===== src/rtl/uart_pkg.sv =====
// rtl/uart_pkg.sv - shared UART state encodings, frame constants and parity helper
// Ports: none (package).
package uart_pkg;

   typedef enum logic [2:0] {
      ST_IDLE   = 3'd0,
      ST_START  = 3'd1,
      ST_DATA   = 3'd2,
      ST_STOP   = 3'd3,
      ST_PARITY = 3'd4,
      ST_DONE   = 3'd5
   } uart_state_e;

   localparam int   DATA_BITS            = 8;
   localparam int   CLKS_PER_BIT_DEFAULT = 2;
   // 1 = odd parity: data plus parity bit carries an odd number of ones.
   localparam logic PARITY_ODD           = 1'b1;

   // Parity bit a transmitter appends for the given byte.
   function automatic logic parity_bit(input logic [DATA_BITS-1:0] d);
      return PARITY_ODD ? ~(^d) : (^d);
   endfunction

endpackage


===== src/rtl/uart_sync2.sv =====
// rtl/uart_sync2.sv - two-flop synchroniser for an idle-high asynchronous line
// Ports: clk (clock), rst_n (async active-low reset), d (async input), q (synchronised output).
module uart_sync2 (
   input  logic clk,
   input  logic rst_n,
   input  logic d,
   output logic q
);

   logic meta;

   // Reset to 1 so an idle line never looks like a start bit on reset release.
   always_ff @(posedge clk or negedge rst_n) begin
      if (!rst_n) begin
         meta <= 1'b1;
         q    <= 1'b1;
      end else begin
         meta <= d;
         q    <= meta;
      end
   end

endmodule


===== src/rtl/uart_rx.sv =====
// rtl/uart_rx.sv - UART receiver: start, 8 data LSB first, stop, odd parity after stop
// Ports: clk, rst_n (async active-low), rx (serial line, idles high),
//        data_out (last byte), data_valid (1-cycle strobe), parity_error,
//        framing_error (both valid with data_valid), busy (frame in progress).
module uart_rx
   import uart_pkg::*;
#(
   parameter int CLKS_PER_BIT = CLKS_PER_BIT_DEFAULT
) (
   input  logic                 clk,
   input  logic                 rst_n,
   input  logic                 rx,
   output logic [DATA_BITS-1:0] data_out,
   output logic                 data_valid,
   output logic                 parity_error,
   output logic                 framing_error,
   output logic                 busy
);

   localparam int             HALF_BIT  = CLKS_PER_BIT / 2;
   localparam int             CW        = $clog2(CLKS_PER_BIT) + 1;
   localparam logic [CW-1:0]  HALF_LAST = CW'(HALF_BIT - 1);
   localparam logic [CW-1:0]  BIT_LAST  = CW'(CLKS_PER_BIT - 1);
   localparam logic [2:0]     IDX_LAST  = 3'(DATA_BITS - 1);

   uart_state_e          state, state_nxt;
   logic                 rx_s;
   logic [CW-1:0]        cnt;
   logic [2:0]           bit_idx;
   logic [DATA_BITS-1:0] shreg;
   logic                 stop_bad;
   logic                 tick_half;
   logic                 tick_bit;

   uart_sync2 u_sync (
      .clk   (clk),
      .rst_n (rst_n),
      .d     (rx),
      .q     (rx_s)
   );

   // The counter restarts at 0 on each sample edge, so a match on LAST
   // lands exactly one half/full bit period after the previous sample.
   assign tick_half = (cnt == HALF_LAST);
   assign tick_bit  = (cnt == BIT_LAST);

   always_ff @(posedge clk or negedge rst_n) begin
      if (!rst_n) state <= ST_IDLE;
      else        state <= state_nxt;
   end

   always_comb begin
      state_nxt = state;
      case (state)
         ST_IDLE:   if (!rx_s) state_nxt = ST_START;
         ST_START:  if (tick_half) state_nxt = rx_s ? ST_IDLE : ST_DATA;
         ST_DATA:   if (tick_bit && (bit_idx == IDX_LAST)) state_nxt = ST_STOP;
         ST_STOP:   if (tick_bit) state_nxt = ST_PARITY;
         ST_PARITY: if (tick_bit) state_nxt = ST_DONE;
         ST_DONE:   state_nxt = ST_IDLE;
         default:   state_nxt = ST_IDLE;
      endcase
   end

   always_ff @(posedge clk or negedge rst_n) begin
      if (!rst_n) begin
         cnt           <= '0;
         bit_idx       <= '0;
         shreg         <= '0;
         stop_bad      <= 1'b0;
         data_out      <= '0;
         parity_error  <= 1'b0;
         framing_error <= 1'b0;
      end else begin
         case (state)
            ST_START: begin
               if (tick_half) begin
                  cnt     <= '0;
                  bit_idx <= '0;
               end else begin
                  cnt <= cnt + CW'(1);
               end
            end
            ST_DATA: begin
               if (tick_bit) begin
                  cnt            <= '0;
                  shreg[bit_idx] <= rx_s;
                  bit_idx        <= bit_idx + 3'd1;
               end else begin
                  cnt <= cnt + CW'(1);
               end
            end
            ST_STOP: begin
               if (tick_bit) begin
                  cnt      <= '0;
                  stop_bad <= ~rx_s;
               end else begin
                  cnt <= cnt + CW'(1);
               end
            end
            ST_PARITY: begin
               // Results are loaded on entry to DONE so they are already
               // stable during the data_valid cycle.
               if (tick_bit) begin
                  cnt           <= '0;
                  data_out      <= shreg;
                  parity_error  <= ((^{shreg, rx_s}) != PARITY_ODD);
                  framing_error <= stop_bad;
               end else begin
                  cnt <= cnt + CW'(1);
               end
            end
            default: begin
               cnt     <= '0;
               bit_idx <= '0;
            end
         endcase
      end
   end

   assign data_valid = (state == ST_DONE);
   assign busy       = (state == ST_START) || (state == ST_DATA) ||
                       (state == ST_STOP)  || (state == ST_PARITY);

endmodule


===== config.mk =====
export PLATFORM = sky130hd
export DESIGN_NAME = uart_rx
export DESIGN_NICKNAME = d
export VERILOG_FILES = /design/src/rtl/uart_pkg.sv /design/src/rtl/uart_sync2.sv /design/src/rtl/uart_rx.sv
export SDC_FILE = /design/constraint.sdc
export NUM_CORES = 1
export LEC_CHECK = 0
export CORE_MARGIN = 2
export CORE_UTILIZATION = 55
export CTS_CLUSTER_SIZE = 16
export DETAILED_ROUTE_END_ITERATION = 7
export DONT_BUFFER_PORTS = 1
export PLACE_DENSITY = 0.73
export SLEW_MARGIN = 20
export SYNTH_ARGS = -nofsm -noshare
export SYNTH_HDL_FRONTEND = slang
export SYNTH_SLANG_ARGS = --single-unit

===== constraint.sdc =====
create_clock -name clk -period 1.6 [get_ports clk]
set_input_delay 0.48 -clock clk [delete_from_list [all_inputs] [get_ports clk]]
set_output_delay 0.48 -clock clk [all_outputs]
set_load 0.01 [all_outputs]

---- Word level (Yosys, flattened, before mapping) ----
Index checks and enable logic that the tools add are counted.
storage, ports and cells
  input port bits ......................... 3
  logic and storage cells ................. 61
  flip-flop bits (word level) ............. 29
  output and inout bits ................... 12
cells by class
  reduce and logical (&&, ||, !) cells .... 15
  mux-type cells .......................... 16
  bitwise logic cells ..................... 3
  add/subtract/negate cells ............... 2
  equal/unequal tests ..................... 13
  magnitude comparators ................... 2
operators with widths
  kind                 number
  $mux 3               7
  $pmux 3 s5           1
  $ne 2x2->1 const B   6
  $eq 3x3->1 const B   3
  $pmux 3 s3           1
  $reduce_xor 9->1     1
  $bwmux 8             1
  $eq 3x2->1 const B   2
  $mux 2               3
  $reduce_and 2->1     3
  $reduce_and 5->1     1
  $lt 3x4->1 const B   1
  $pmux 2 s2           1
  $add 3x1->3 const B  1
  $demux 1 s3          1
  $eq 3x1->1 const B   1
  $ge 3x1->1 const B   1
  $logic_not 3->1      1
  $logic_or 1x1->1     3
  $not 1->1            3
  $reduce_and 3->1     1
  $reduce_or 3->1      1
  $add 2x1->2 const B  1
  $eq 2x1->1 const B   1
  4 further kinds      5

---- Logic depth before layout (Yosys ltp) ----
Gate-level depths: netlist of the first run.
  depth after elaboration ................. 5
  gate-level depth with buffers ........... 6

---- Modules after synthesis ----
A second synthesis of the first run with hierarchy kept.
unflattened totals
  cell total of the unflattened synthesis .. 118
  area, all modules ....................... 1441.4 um2
modules (own cells, without submodules)
  module      cells an instance  area each (um2)  instances
  uart_rx     116                1388.8           1
  uart_sync2  2                  52.6             1

---- Worst setup path before layout of the first run ----
No wires, ideal clock.
  path type ............................... reg2reg
  start point ............................. register cnt[1]
  end point ............................... register shreg[2]
  path slack .............................. -81 ps
  cell stages (with the launch flop) ...... 7
  path buffers ............................ 0
  data required time ...................... 1472 ps
  arrival ................................. 1554 ps
  setup time .............................. 128 ps
  period minus slack after synthesis ...... 1681 ps
  path through ............................ dfrtp_1 inv_1 ha_1 and4bb_4 nand2_2 nor3b_1 mux2_1
between the ends
  word-level cells in the longest chain between the ends .. 2
RTL lines
  element                            RTL line       RTL
  start: declaration                 uart_rx.sv:28  logic [CW-1:0] cnt;
  start signal: assignment           uart_rx.sv:81  cnt <= cnt + CW'(1);
  start signal: assignment           uart_rx.sv:90  cnt <= cnt + CW'(1);
  start signal: assignment           uart_rx.sv:98  cnt <= cnt + CW'(1);
  $eq 2x1->1                         uart_rx.sv:45  assign tick_bit = (cnt == BIT_LAST);
  $reduce_and 2->1 (no source line)  --
  end signal: indexed assignment     uart_rx.sv:87  shreg[bit_idx] <= rx_s;
  end: declaration                   uart_rx.sv:30  logic [DATA_BITS-1:0] shreg;
Every way passes these cells.
A chain may end at the register's enable or synchronous reset.

---- Worst setup path after layout of the first run ----
  start point ............................. register state[0]
  end point ............................... output busy
between the ends
  word-level cells in the longest chain between the ends .. 4
  elaborated cells on any way between the ends .. 7
  classes of those cells .................. eq/ne (4); reduce/logical (3)
RTL lines
  element                                   RTL line        RTL
  start: declaration                        uart_rx.sv:26   uart_state_e state, state_nxt;
  start signal: assignment                  uart_rx.sv:49   else state <= state_nxt;
  $eq 3x1->1 or $eq 3x2->1 (tied branches)  uart_rx.sv:122  assign busy = (state == ST_START) || (state == ST_DATA) ||
  $logic_or 1x1->1 (2 in series)            uart_rx.sv:122
  $logic_or 1x1->1 *                        uart_rx.sv:123  (state == ST_STOP) || (state == ST_PARITY);
  end: declaration                          uart_rx.sv:17   output logic busy
Every way passes the cells marked *; elsewhere a longest branch is shown, timed or not.

==> metrics.md, run 1 <==
| Metric | Value |
|---|---|
| First-pass GRT wire length | `4.291 mm` |
| Worst slew pin tran | `0.3289 ns` |
| Syn Area/Cell | `12.22 sq um` |
| Layout cells sized above 1 | `50.00%` |
| WP data arrival | `1.23 ns` |
| Placed Cells | `152` |
| Path type of the worst min-delay path | `primary input to flip-flop` |
| Vias per cell | `5.693` |
| HPWL Detailed | `1.775 mm` |
| Sequential power share | `33.8%` |
| GRT overflow | `0` |
| Vias post-DR | `1002` |
| Layout fillers | `141` |
| Final Slew Violations | `0` |
| Cell taking the most area after synthesis | `dfrtp_1` |
| RD Place Congestion | `0.8296` |
| Yosys reg bits | `29` |
| Sequential cell area fraction in the yosys report | `50.52%` |
| Post-synth EDFFs | `0` |
| Cell row count | `18` |
| Tmin final | `1.705 ns` |
| Critical Path Source Type | `flip-flop` |
| Most frequent cell after synthesis | `dfrtp_1` |
| Final setup fails | `16` |
| IO Count | `15` |
| Failing checks | `negative setup slack` |
| Wire per inst | `17.93 um` |
| Simple-gate portion of the synthesized area | `13.45%` |
| Mux contribution to synthesized area | `14.84%` |
| Clock Power Share | `16.6%` |
| CTS max path bufs | `2` |
| Combinational share of power | `49.6%` |
| Final Hold Viols | `0` |
| CTS tree | `yes` |
| Worst setup margin | `-0.1051 ns` |
| Crit path buf inv count | `2` |
| Crit path to | `busy` |
| Post-Layout Inst Area | `1871 sq um` |
| Post-synth ARST share | `100.0%` |
| Starting density of the core | `58.18%` |
| Most common cell on crit path | `buf_6` |
| Sw power | `1.078 mW` |
| Sw frac | `34.91%` |
| Crit end category | `output port` |
| Drt drc | `0` |
| Die area | `3046 sq um` |
| Cts bufs inserted | `5` |
| CP required | `1.12 ns` |
| Worst reg-to-reg path cell count | `6` |
| Setup slack, reg-to-reg | `-0.04 ns` |
| Internal | `2.009 mW` |
| Leakage power | `0.8901 nW` |
| P&R area growth vs syn | `29.77%` |
| Post-synthesis adder-cell area fraction | `5.208%` |
| Critical R2R Launch | `cnt[1]$_DFF_PN0_` |
| Largest family of logic cells by synthesized area | `multiplexers` |
| Max-cap violations | `0` |
| Max Clk Rate | `586.5 MHz` |
| Yosys cell types | `37` |
| Share of the synthesized area in the top cell type | `46.88%` |
| CP top delay family | `flip-flops` |
| Pre-antenna DRT Iters | `4` |
| NumNets Final | `154` |
| Outcome | `complete, but fails checks` |
| Final period util | `106.6%` |
| Met2 WL | `1.589 mm` |
| DRT antenna net count | `0` |
| Wire length on met3 | `117 um` |
| Initial antenna violation count | `0` |
| Syn Std Cell Area | `1441 sq um` |
| Die X | `55.19 um` |
| Peak supply drop | `0.001163 V` |
| Largest stage delay, worst path | `0.43 ns` |
| Vias in the first global route | `951` |
| Syn nets | `127` |
| Non-Filler Instances | `176` |
| Post-Synth XOR/XNOR Area | `5.816%` |
| Wl on met1 | `1.400 mm` |
| Routed wire length | `3.155 mm` |
| Area after DPL | `1530 sq um` |
| All-Layer GR Usage | `21.35%` |
| Top Layer Used | `met4` |
| Synth Area in Compound Gates | `6.597%` |
| Unrepaired setup endpoints after global routing | `yes` |
| Port Buffers | `0` |
| Top fanout value on the critical path | `3` |
| Commonest cells in the synthesized netlist | `27 x dfrtp_1, 14 x mux2_2, 7 x xnor2_1` |
| H-tree Lvls | `2` |
| Crit path from | `state[0]$_DFFE_PN0P_` |
| WS Path Type | `flip-flop to output port` |
| WP depth | `4` |
| Mapped Cells | `118` |
| Clock-pin slew on the worst setup and hold paths | `0.09 ns` |
| CP Cell Sequence | `buf_6 -> nor2_4 -> buf_6 -> xnor2_4` |
| Core region area | `2477 sq um` |
| Clk_lat worst skew | `0.33 ns` |
| Antenna Cells | `0` |
| Chip Height | `55.19 um` |
| Most used DFF post-synth | `dfrtp_1` |
| Root Buffer | `clkbuf_4` |
| Critical Path Slowest Stage Cell | `dfrtp_1` |
| Slew margin rel. | `77.77%` |
| Pin count of the biggest net entering global routing | `30` |
| Starting DRT DRC Count | `14` |
| Yosys warns | `0` |
| Top post-synthesis cells by area | `dfrtp_1 47%, mux2_2 11%, ha_1 5.2%` |
| Final Core Density | `75.51%` |
| Clock sinks | `29` |
| Worst Skew | `0.01453 ns` |
| Reg2Reg Capture Point | `shreg[4]$_DFFE_PN0P_` |
| P per Cell Area | `1650 nW/um^2` |
-- cell usage in the layout (no fill, tap or decap), drive strengths merged, types with 2 or more instances in the layout --
cell type  count
dfrtp         27
buf           24
mux2          18
xnor2          7
nand2          7
clkbuf         7
nor2           6
inv            6
ha             6
o21ai          4
nand3          3
nor2b          2
a22oi          2
and2           2
nand3b         2
nor4bb         2
nand2b         2
dfstp          2
nor3b          2
a21oi          2
-- state kept, by name, summed over array words and instances (netlist names) --
name           count
bit_idx            3
cnt                2
data_out           8
framing_error      1
parity_error       1
shreg              8
state              3
stop_bad           1
u_sync.meta        1
u_sync.q           1
-- repair_timing --
| item | 4_1_cts | 5_1_grt |
|---|---|---|
| setup endpoints to repair | 15 | 10 |
| pin swaps | 1 | 5 |
| cloned | 0 | 0 |
| gates resized for setup | 16 | 15 |
| buffers inserted | 7 | 7 |
| hold buffers | 2 | 0 |
| hold endpoints to repair | 29 | 0 |
-- per-layer routing --
metal  global-route usage [%]  vias up
li1                         -      466
met1                    27.38      506
met2                    33.13       25
met3                    5.914        5
met4                    10.57        0
met5                        0        -
-- stage by stage --
stage	setup slack, ns	power [mW]	hold WS, ns	TNS (ns)
3_3_place_gp	0.002013	1.882	0.1851	0
2_1_floorplan	0.01215	1.679	0.1844	0
5_1_grt	-0.1694	3.258	0.1234	-1.452
3_5_place_dp	-0.03422	1.912	0.1850	-0.2063
4_1_cts	-0.07722	2.753	0.1355	-0.1441
6_report	-0.1051	3.087	0.1504	-0.5134
-- power groups by stage --
stage / Sequential, mW / Clock [mW] / Combinational [mW]
2_1_floorplan: 1.01 / 0 / 0.672
3_3_place_gp: 1.05 / 0 / 0.836
3_5_place_dp: 1.06 / 0 / 0.857
4_1_cts: 1.04 / 0.526 / 1.19
5_1_grt: 1.07 / 0.563 / 1.63
6_report: 1.04 / 0.512 / 1.53
-- layout make-up --
| class | count | area, sq um | area share [%] |
|---|---|---|---|
| multi-input cells | 78 | 789.5 | 42.21 |
| flip-flops and latches | 29 | 729.5 | 39.00 |
| repair buffers | 25 | 221.5 | 11.84 |
| clock buffers | 7 | 65.06 | 3.478 |
| well taps | 30 | 37.54 | 2.007 |
| inverters | 6 | 22.52 | 1.204 |
| clock inverters | 1 | 5.005 | 0.2676 |
-- how the worst min path moves through the flow --
stage / start / end / slack, ns / cells after the start
floorplan: rst_n / bit_idx[0]$_DFFE_PN0P_ / 0.18 / 0
global placement: rst_n / state[2]$_DFFE_PN0P_ / 0.19 / 0
detailed placement: rst_n / state[2]$_DFFE_PN0P_ / 0.19 / 0
CTS: rx / u_sync.meta$_DFF_PN1_ / 0.14 / 0
global route: rx / u_sync.meta$_DFF_PN1_ / 0.12 / 0
finish: rx / u_sync.meta$_DFF_PN1_ / 0.15 / 0
-- logic make-up after synthesis --
| logic type | count (synthesis) |
|---|---|
| simple gates | 32 |
| flops | 29 |
| mux | 18 |
| compound gates | 14 |
| buf+inv | 11 |
| xor+xnor | 8 |
| fa+ha+maj | 6 |
Power figures use the tool's default switching activity.
==> inputs of run 2 (changes only) <==
SKIP_CTS_REPAIR_TIMING = 1   (was unset)
==> run 2 against run 1 <==
The flow still finishes with violations (negative setup slack); critical path type unchanged; die area unchanged; largest power group unchanged; utilization is 2.4 points lower; cell count down 2.3%; worst hold slack improved by 0.0015 ns; setup slack worse by 0.0086 ns; highest routed layer unchanged; wire length decreased by 8.8%; total power down 7.5%; clock power shrank 2%; clock skew down 0.0044 ns; flip-flop and latch count did not move; via count shrank 3.0%; largest cell class unchanged; sequential power barely moved.
==> metrics.md, run 2 (synthesis results as in run 1) <==
| Metric | Value |
|---|---|
| Routed wire length | `2.877 mm (was 3.155 mm)` |
| Root Buffer | `clkbuf_4 (unchanged)` |
| H-tree Lvls | `2 (unchanged)` |
| Drt drc | `0 (unchanged)` |
| Die area | `3046 sq um (unchanged)` |
| Largest stage delay, worst path | `0.47 ns (was 0.43 ns)` |
| P per Cell Area | `1577 nW/um^2 (was 1650 nW/um^2)` |
| Slew margin rel. | `75.25% (was 77.77%)` |
| Top Registers | `data_out: 8 flops, shreg: 8 flops (unchanged)` |
| Most common cell after layout, fill and taps aside | `dfrtp_1 (unchanged)` |
| Max-cap violations | `0 (unchanged)` |
| Critical Path Slowest Stage Cell | `dfrtp_2 (was dfrtp_1)` |
| GRT busiest layer | `met2 (unchanged)` |
| Failing checks | `negative setup slack (unchanged)` |
| Pin count of the biggest net entering global routing | `30 (unchanged)` |
| Final Slew Violations | `0 (unchanged)` |
| Clk_lat worst skew | `0.32 ns (was 0.33 ns)` |
| Wire per inst | `16.73 um (was 17.93 um)` |
| Final period util | `107.1% (was 106.6%)` |
| Non-Filler Instances | `172 (was 176)` |
| First-pass GRT wire length | `4.077 mm (was 4.291 mm)` |
| RD Place Congestion | `0.8296 (unchanged)` |
| CP required | `1.12 ns (about the same)` |
| Clock sinks | `29 (unchanged)` |
| Max Clk Rate | `583.5 MHz (was 586.5 MHz)` |
| Clock Power Share | `17.7% (was 16.6%)` |
| Worst Skew | `0.01015 ns (was 0.01453 ns)` |
| Internal | `1.866 mW (was 2.009 mW)` |
| Peak supply drop | `0.001141 V (was 0.001163 V)` |
| NumNets Final | `150 (was 154)` |
| Leakage power | `0.8474 nW (was 0.8901 nW)` |
| Final Hold Viols | `0 (unchanged)` |
| Crit end category | `output port (unchanged)` |
| Vias per cell | `5.651 (was 5.693)` |
| Layout cells sized above 1 | `48.59% (was 50.00%)` |
| Crit path from | `state[1]$_DFFE_PN0P_ (was state[0]$_DFFE_PN0P_)` |
| Reg2Reg Capture Point | `shreg[4]$_DFFE_PN0P_ (unchanged)` |
| Unrepaired setup endpoints after global routing | `yes (unchanged)` |
| CTS tree | `yes (unchanged)` |
| Cell row count | `18 (unchanged)` |
| Worst reg-to-reg path cell count | `6 (unchanged)` |
| Tmin final | `1.714 ns (was 1.705 ns)` |
| Pre-antenna DRT Iters | `4 (unchanged)` |
| Post-Layout Inst Area | `1810 sq um (was 1871 sq um)` |
| Sw power | `0.9893 mW (was 1.078 mW)` |
| Setup TNS | `-0.3940 ns (was -0.5134 ns)` |
| DRT antenna net count | `0 (unchanged)` |
| GRT overflow | `0 (unchanged)` |
| Core region area | `2477 sq um (unchanged)` |
| Port Buffers | `0 (unchanged)` |
| Initial antenna violation count | `0 (unchanged)` |
| Combinational share of power | `45.4% (was 49.6%)` |
| IO Count | `15 (unchanged)` |
| Area after DPL | `1530 sq um (unchanged)` |
| Leading cell types in the layout, fill and taps excluded | `24 x dfrtp_1, 17 x buf_4, 11 x mux2_2 (was 26 x dfrtp_1, 18 x buf_4, 11 x mux2_2)` |
| Cts bufs inserted | `5 (unchanged)` |
| Final setup fails | `16 (unchanged)` |
| Worst slew pin tran | `0.3712 ns (was 0.3289 ns)` |
| Total power | `2.856 mW (was 3.087 mW)` |
| CTS max path bufs | `2 (unchanged)` |
| Crit path to | `data_valid (was busy)` |
| Starting DRT DRC Count | `31 (was 14)` |
| Chip Height | `55.19 um (unchanged)` |
| CP Cell Sequence | `buf_6 -> nor2b_4 -> and2_4 (was buf_6 -> nor2_4 -> buf_6 -> xnor2_4)` |
| Vias in the first global route | `896 (was 951)` |
| WP data arrival | `1.23 ns (about the same)` |
| Placed Cells | `152 (unchanged)` |
| Sw frac | `34.65% (was 34.91%)` |
| Setup slack, reg-to-reg | `-0.04 ns (about the same)` |
| HPWL Detailed | `1.775 mm (unchanged)` |
| Top fanout value on the critical path | `5 (was 3)` |
| GRT met1 Usage | `26.52% (was 27.38%)` |
| Pre-CTS setup slack | `-0.03422 ns (unchanged)` |
| Sequential power share | `37.0% (was 33.8%)` |
| Vias post-DR | `972 (was 1002)` |
| Met2 Use GR | `30.56% (was 33.13%)` |
| Met3 usage | `5.914% (unchanged)` |
| Critical Path Source Type | `flip-flop (unchanged)` |
| Antenna Cells | `0 (unchanged)` |
| Die X | `55.19 um (unchanged)` |
| Worst setup margin | `-0.1137 ns (was -0.1051 ns)` |
| WS Path Type | `flip-flop to output port (unchanged)` |
| P&R area growth vs syn | `25.61% (was 29.77%)` |
| Starting density of the core | `58.18% (unchanged)` |
| Critical R2R Launch | `cnt[1]$_DFF_PN0_ (unchanged)` |
| All-Layer GR Usage | `20.21% (was 21.35%)` |
| Outcome | `complete, but fails checks (unchanged)` |
| Path type of the worst min-delay path | `primary input to flip-flop (unchanged)` |
| Clock-pin slew on the worst setup and hold paths | `0.09 ns (about the same)` |
-- run 2: per-layer routing --
layer	part of all wire (%)	vias up
li1	-	464
met1	46	476
met2	48	27
met3	4.6	5
met4	1.5	0
met5	0	-
-- run 2: layout make-up --
class / instances / area (sq um)
repair buffers: 21 / 180.2
multi-input cells: 78 / 768.2
clock inverters: 1 / 5.005
flip-flops and latches: 29 / 732.0
well taps: 30 / 37.54
inverters: 6 / 22.52
fillers: 157 / 666.9
clock buffers: 7 / 65.06
-- run 2: worst min-delay path by stage --
stage	startpoint	endpoint	slack (ns)	cells after the start
global placement	rst_n	state[2]$_DFFE_PN0P_	0.19	0
finish	rx	u_sync.meta$_DFF_PN1_	0.15	0
global route	rx	u_sync.meta$_DFF_PN1_	0.13	0
CTS	rst_n	data_out[2]$_DFFE_PN0P_	-0.18	0
detailed placement	rst_n	state[2]$_DFFE_PN0P_	0.19	0
floorplan	rst_n	bit_idx[0]$_DFFE_PN0P_	0.18	0
-- run 2: stage by stage --
stage               hold WS (ns)  util (%)
detailed placement        0.1850     61.77
finish                    0.1518     73.08
CTS                      -0.1814     64.60
floorplan                 0.1844         -
global route              0.1271     73.08
global placement          0.1851     61.77
-- run 2: power by group through the flow --
| stage | Sequential, mW | Clock (mW) | Combinational, mW |
|---|---|---|---|
| after detailed placement | 1.06 | 0 | 0.857 |
| after global routing | 1.07 | 0.564 | 1.40 |
| final | 1.06 | 0.504 | 1.30 |
| after floorplan | 1.01 | 0 | 0.672 |
| after CTS | 1.04 | 0.526 | 0.870 |
| after global placement | 1.05 | 0 | 0.836 |
-- run 2: worst max-delay path: cells and delay by family, from the launching register on --
kind                   cells  cell delay (ns)
buffers and inverters      1             0.15
DFF                        1             0.47
and+or+nand+nor            2             0.28
==> inputs of run 3 (changes only) <==
CORE_ASPECT_RATIO = 0.75   (was unset)
PLACE_DENSITY = 0.7   (was 0.73)
REMOVE_ABC_BUFFERS = 1   (was unset)
clock period = 1.7 ns   (was 1.6 ns; I/O delays follow)
==> run 3 against run 2 <==
The run still ends with negative setup slack left; wire length decreased by 4.3%; sequential share of layout area rose by 1.9 points; clock skew shrank 0.0011 ns; non-clock buffer count is 5 lower; setup slack improved by 0.088 ns; combinational power fell by 14%; largest cell class unchanged.
==> metrics.md, run 3 (synthesis results as in run 1) <==
| Metric | Value |
|---|---|
| Antenna Cells | `0 (unchanged)` |
| Wl on met1 | `1.336 mm (was 1.335 mm)` |
| Vias in the first global route | `979 (was 896)` |
| Final Hold Viols | `0 (unchanged)` |
| WP data arrival | `1.22 ns (was 1.23 ns)` |
| Pre-CTS setup slack | `-0.06659 ns (was -0.03422 ns)` |
| Initial antenna violation count | `0 (unchanged)` |
| Root Buffer | `clkbuf_4 (unchanged)` |
| Clock Power Share | `15.5% (was 17.7%)` |
| Worst Skew | `0.009007 ns (was 0.01015 ns)` |
| Tmin final | `1.726 ns` |
| Worst setup margin | `-0.02573 ns (was -0.1137 ns)` |
| Core region area | `2542 sq um (was 2477 sq um)` |
| Wire per inst | `15.91 um (was 16.73 um)` |
| CP top delay family | `flip-flops (unchanged)` |
| Layout fillers | `199 (was 157)` |
| Clock-pin slew on the worst setup and hold paths | `0.08 ns (was 0.09 ns)` |
| CTS tree | `yes (unchanged)` |
| GRT overflow | `0 (unchanged)` |
| WS Path Type | `flip-flop to output port (unchanged)` |
| Sequential power share | `39.3% (was 37.0%)` |
| All-Layer GR Usage | `19.44% (was 20.21%)` |
| Unrepaired setup endpoints after global routing | `yes (unchanged)` |
| Layout cells sized above 1 | `40.15% (was 48.59%)` |
| Failing checks | `negative setup slack (unchanged)` |
| Final period util | `101.5%` |
| Non-Filler Instances | `173 (was 172)` |
| Pin count of the biggest net entering global routing | `30 (unchanged)` |
| Drt drc | `0 (unchanged)` |
| Sw frac | `35.27% (was 34.65%)` |
| Top Layer Used | `met4 (unchanged)` |
| Vias per cell | `5.555 (was 5.651)` |
| First-pass GRT wire length | `4.450 mm (was 4.077 mm)` |
| HPWL Detailed | `1.921 mm (was 1.775 mm)` |
| CP Cell Sequence | `nor2_2 -> buf_6 -> xnor2_2 (was buf_6 -> nor2b_4 -> and2_4)` |
| Largest stage delay, worst path | `0.44 ns (was 0.47 ns)` |
| Clk_lat worst skew | `0.32 ns (about the same)` |
| Starting density of the core | `56.69% (was 58.18%)` |
| NumNets Final | `145 (was 150)` |
| IO Count | `15 (unchanged)` |
| Top Registers | `data_out: 8 flops, shreg: 8 flops (unchanged)` |
| Critical Path Slowest Stage Cell | `dfrtp_1 (was dfrtp_2)` |
| Peak supply drop | `0.0007367 V (was 0.001141 V)` |
| Cts bufs inserted | `5 (unchanged)` |
| Starting DRT DRC Count | `27 (was 31)` |
| Leading cell types in the layout, fill and taps excluded | `27 x dfrtp_1, 12 x mux2_2, 11 x buf_4 (was 24 x dfrtp_1, 17 x buf_4, 11 x mux2_2)` |
| Met2 WL | `1.262 mm (was 1.368 mm)` |
| Multi-input logic area | `730.7 sq um (was 768.2 sq um)` |
| Placed Cells | `161 (was 152)` |
| Max Clk Rate | `579.5 MHz` |
| H-tree Lvls | `2 (unchanged)` |
| Sw power | `0.8730 mW (was 0.9893 mW)` |
| CTS max path bufs | `2 (unchanged)` |
| Leakage power | `0.8097 nW (was 0.8474 nW)` |
| Critical Path Source Type | `flip-flop (unchanged)` |
| Die X | `63.11 um (was 55.19 um)` |
| Port Buffers | `0 (unchanged)` |
| Final setup fails | `2 (was 16)` |
| Worst slew pin tran | `0.2867 ns (was 0.3712 ns)` |
| Max-cap violations | `0 (unchanged)` |
| Internal | `1.602 mW (was 1.866 mW)` |
| Path type of the worst min-delay path | `primary input to flip-flop (unchanged)` |
| Crit path buf inv count | `1 (unchanged)` |
| Crit end category | `output port (unchanged)` |
| Slew margin rel. | `80.89% (was 75.25%)` |
| Cell row count | `16 (was 18)` |
| Clock sinks | `29 (unchanged)` |
| P&R area growth vs syn | `19.44% (was 25.61%)` |
| CP required | `1.19 ns (was 1.12 ns)` |
| Routed wire length | `2.753 mm (was 2.877 mm)` |
| Final Slew Violations | `0 (unchanged)` |
| Top fanout value on the critical path | `4 (was 5)` |
| Outcome | `complete, but fails checks (unchanged)` |
| RD Place Congestion | `0.8007 (was 0.8296)` |
| Most common cell after layout, fill and taps aside | `dfrtp_1 (unchanged)` |
| Die area | `3050 sq um (was 3046 sq um)` |
| DRT antenna net count | `0 (unchanged)` |
| P per Cell Area | `1438 nW/um^2 (was 1577 nW/um^2)` |
| Wire length on met3 | `116 um (was 131 um)` |
| Chip Height | `48.34 um (was 55.19 um)` |
| Combinational share of power | `45.2% (was 45.4%)` |
| Pre-antenna DRT Iters | `4 (unchanged)` |
| Vias post-DR | `961 (was 972)` |
| Sequential Area | `728.2 sq um (was 732.0 sq um)` |
==> run 3: changes by cell type in the layout (fill, tap and decap cells not counted), moves of 2 or more <==
cell,before,now
buf_4,17,11
clkbuf_1,0,3
dfrtp_1,24,27
dfrtp_2,3,0
clkbuf_8,2,0
mux2_4,7,5
==> run 3: stage by stage <==
stage	hold WS, ns	util, %	area, sq um	setup TNS (ns)	power, mW
after detailed placement	0.2148	60.88	1548	-0.5847	1.879
after global placement	0.2149	60.88	1548	0	1.826
after CTS	-0.1335	62.80	1597	-0.6120	2.264
after floorplan	0.2144	-	1413	0	1.524
final	0.1842	67.72	1722	-0.04118	2.475
after global routing	0.1545	67.72	1722	-0.1691	2.665
==> run 3: cell type report <==
cell class	instances	area share, %
multi-input cells	78	42.44
flip-flops and latches	29	42.30
well taps	36	2.616
inverters	6	1.308
clock buffers	8	2.834
repair buffers	16	8.503
==> run 3: layer usage <==
layer / GRT usage (%) / vias to the layer above
met1: 26.20 / 486
met5: 0 / -
met2: 29.96 / 19
li1: - / 449
met4: 6.667 / 0
met3: 6.047 / 7
==> run 3: power groups by stage <==
stage,clock (mW),combinational (mW),sequential (mW)
CTS,0.395,0.908,0.961
detailed placement,0,0.906,0.974
global placement,0,0.862,0.965
global route,0.436,1.24,0.991
floorplan,0,0.529,0.995
finish,0.384,1.12,0.973
==> run 3: final timing paths <==
path,slack [ns],endpoint,startpoint,depth (start not counted)
setup / recovery,-0.03,busy,state[0]$_DFFE_PN0P_,3
hold reg to reg,0.36,u_sync.q$_DFF_PN1_,u_sync.meta$_DFF_PN1_,0
setup reg to reg,0.05,shreg[7]$_DFFE_PN0P_,cnt[1]$_DFF_PN0_,6
min in group asynchronous,0.72,u_sync.q$_DFF_PN1_,rst_n,1
hold / removal,0.18,u_sync.meta$_DFF_PN1_,rx,0
max in group asynchronous,0.82,shreg[2]$_DFFE_PN0P_,rst_n,2
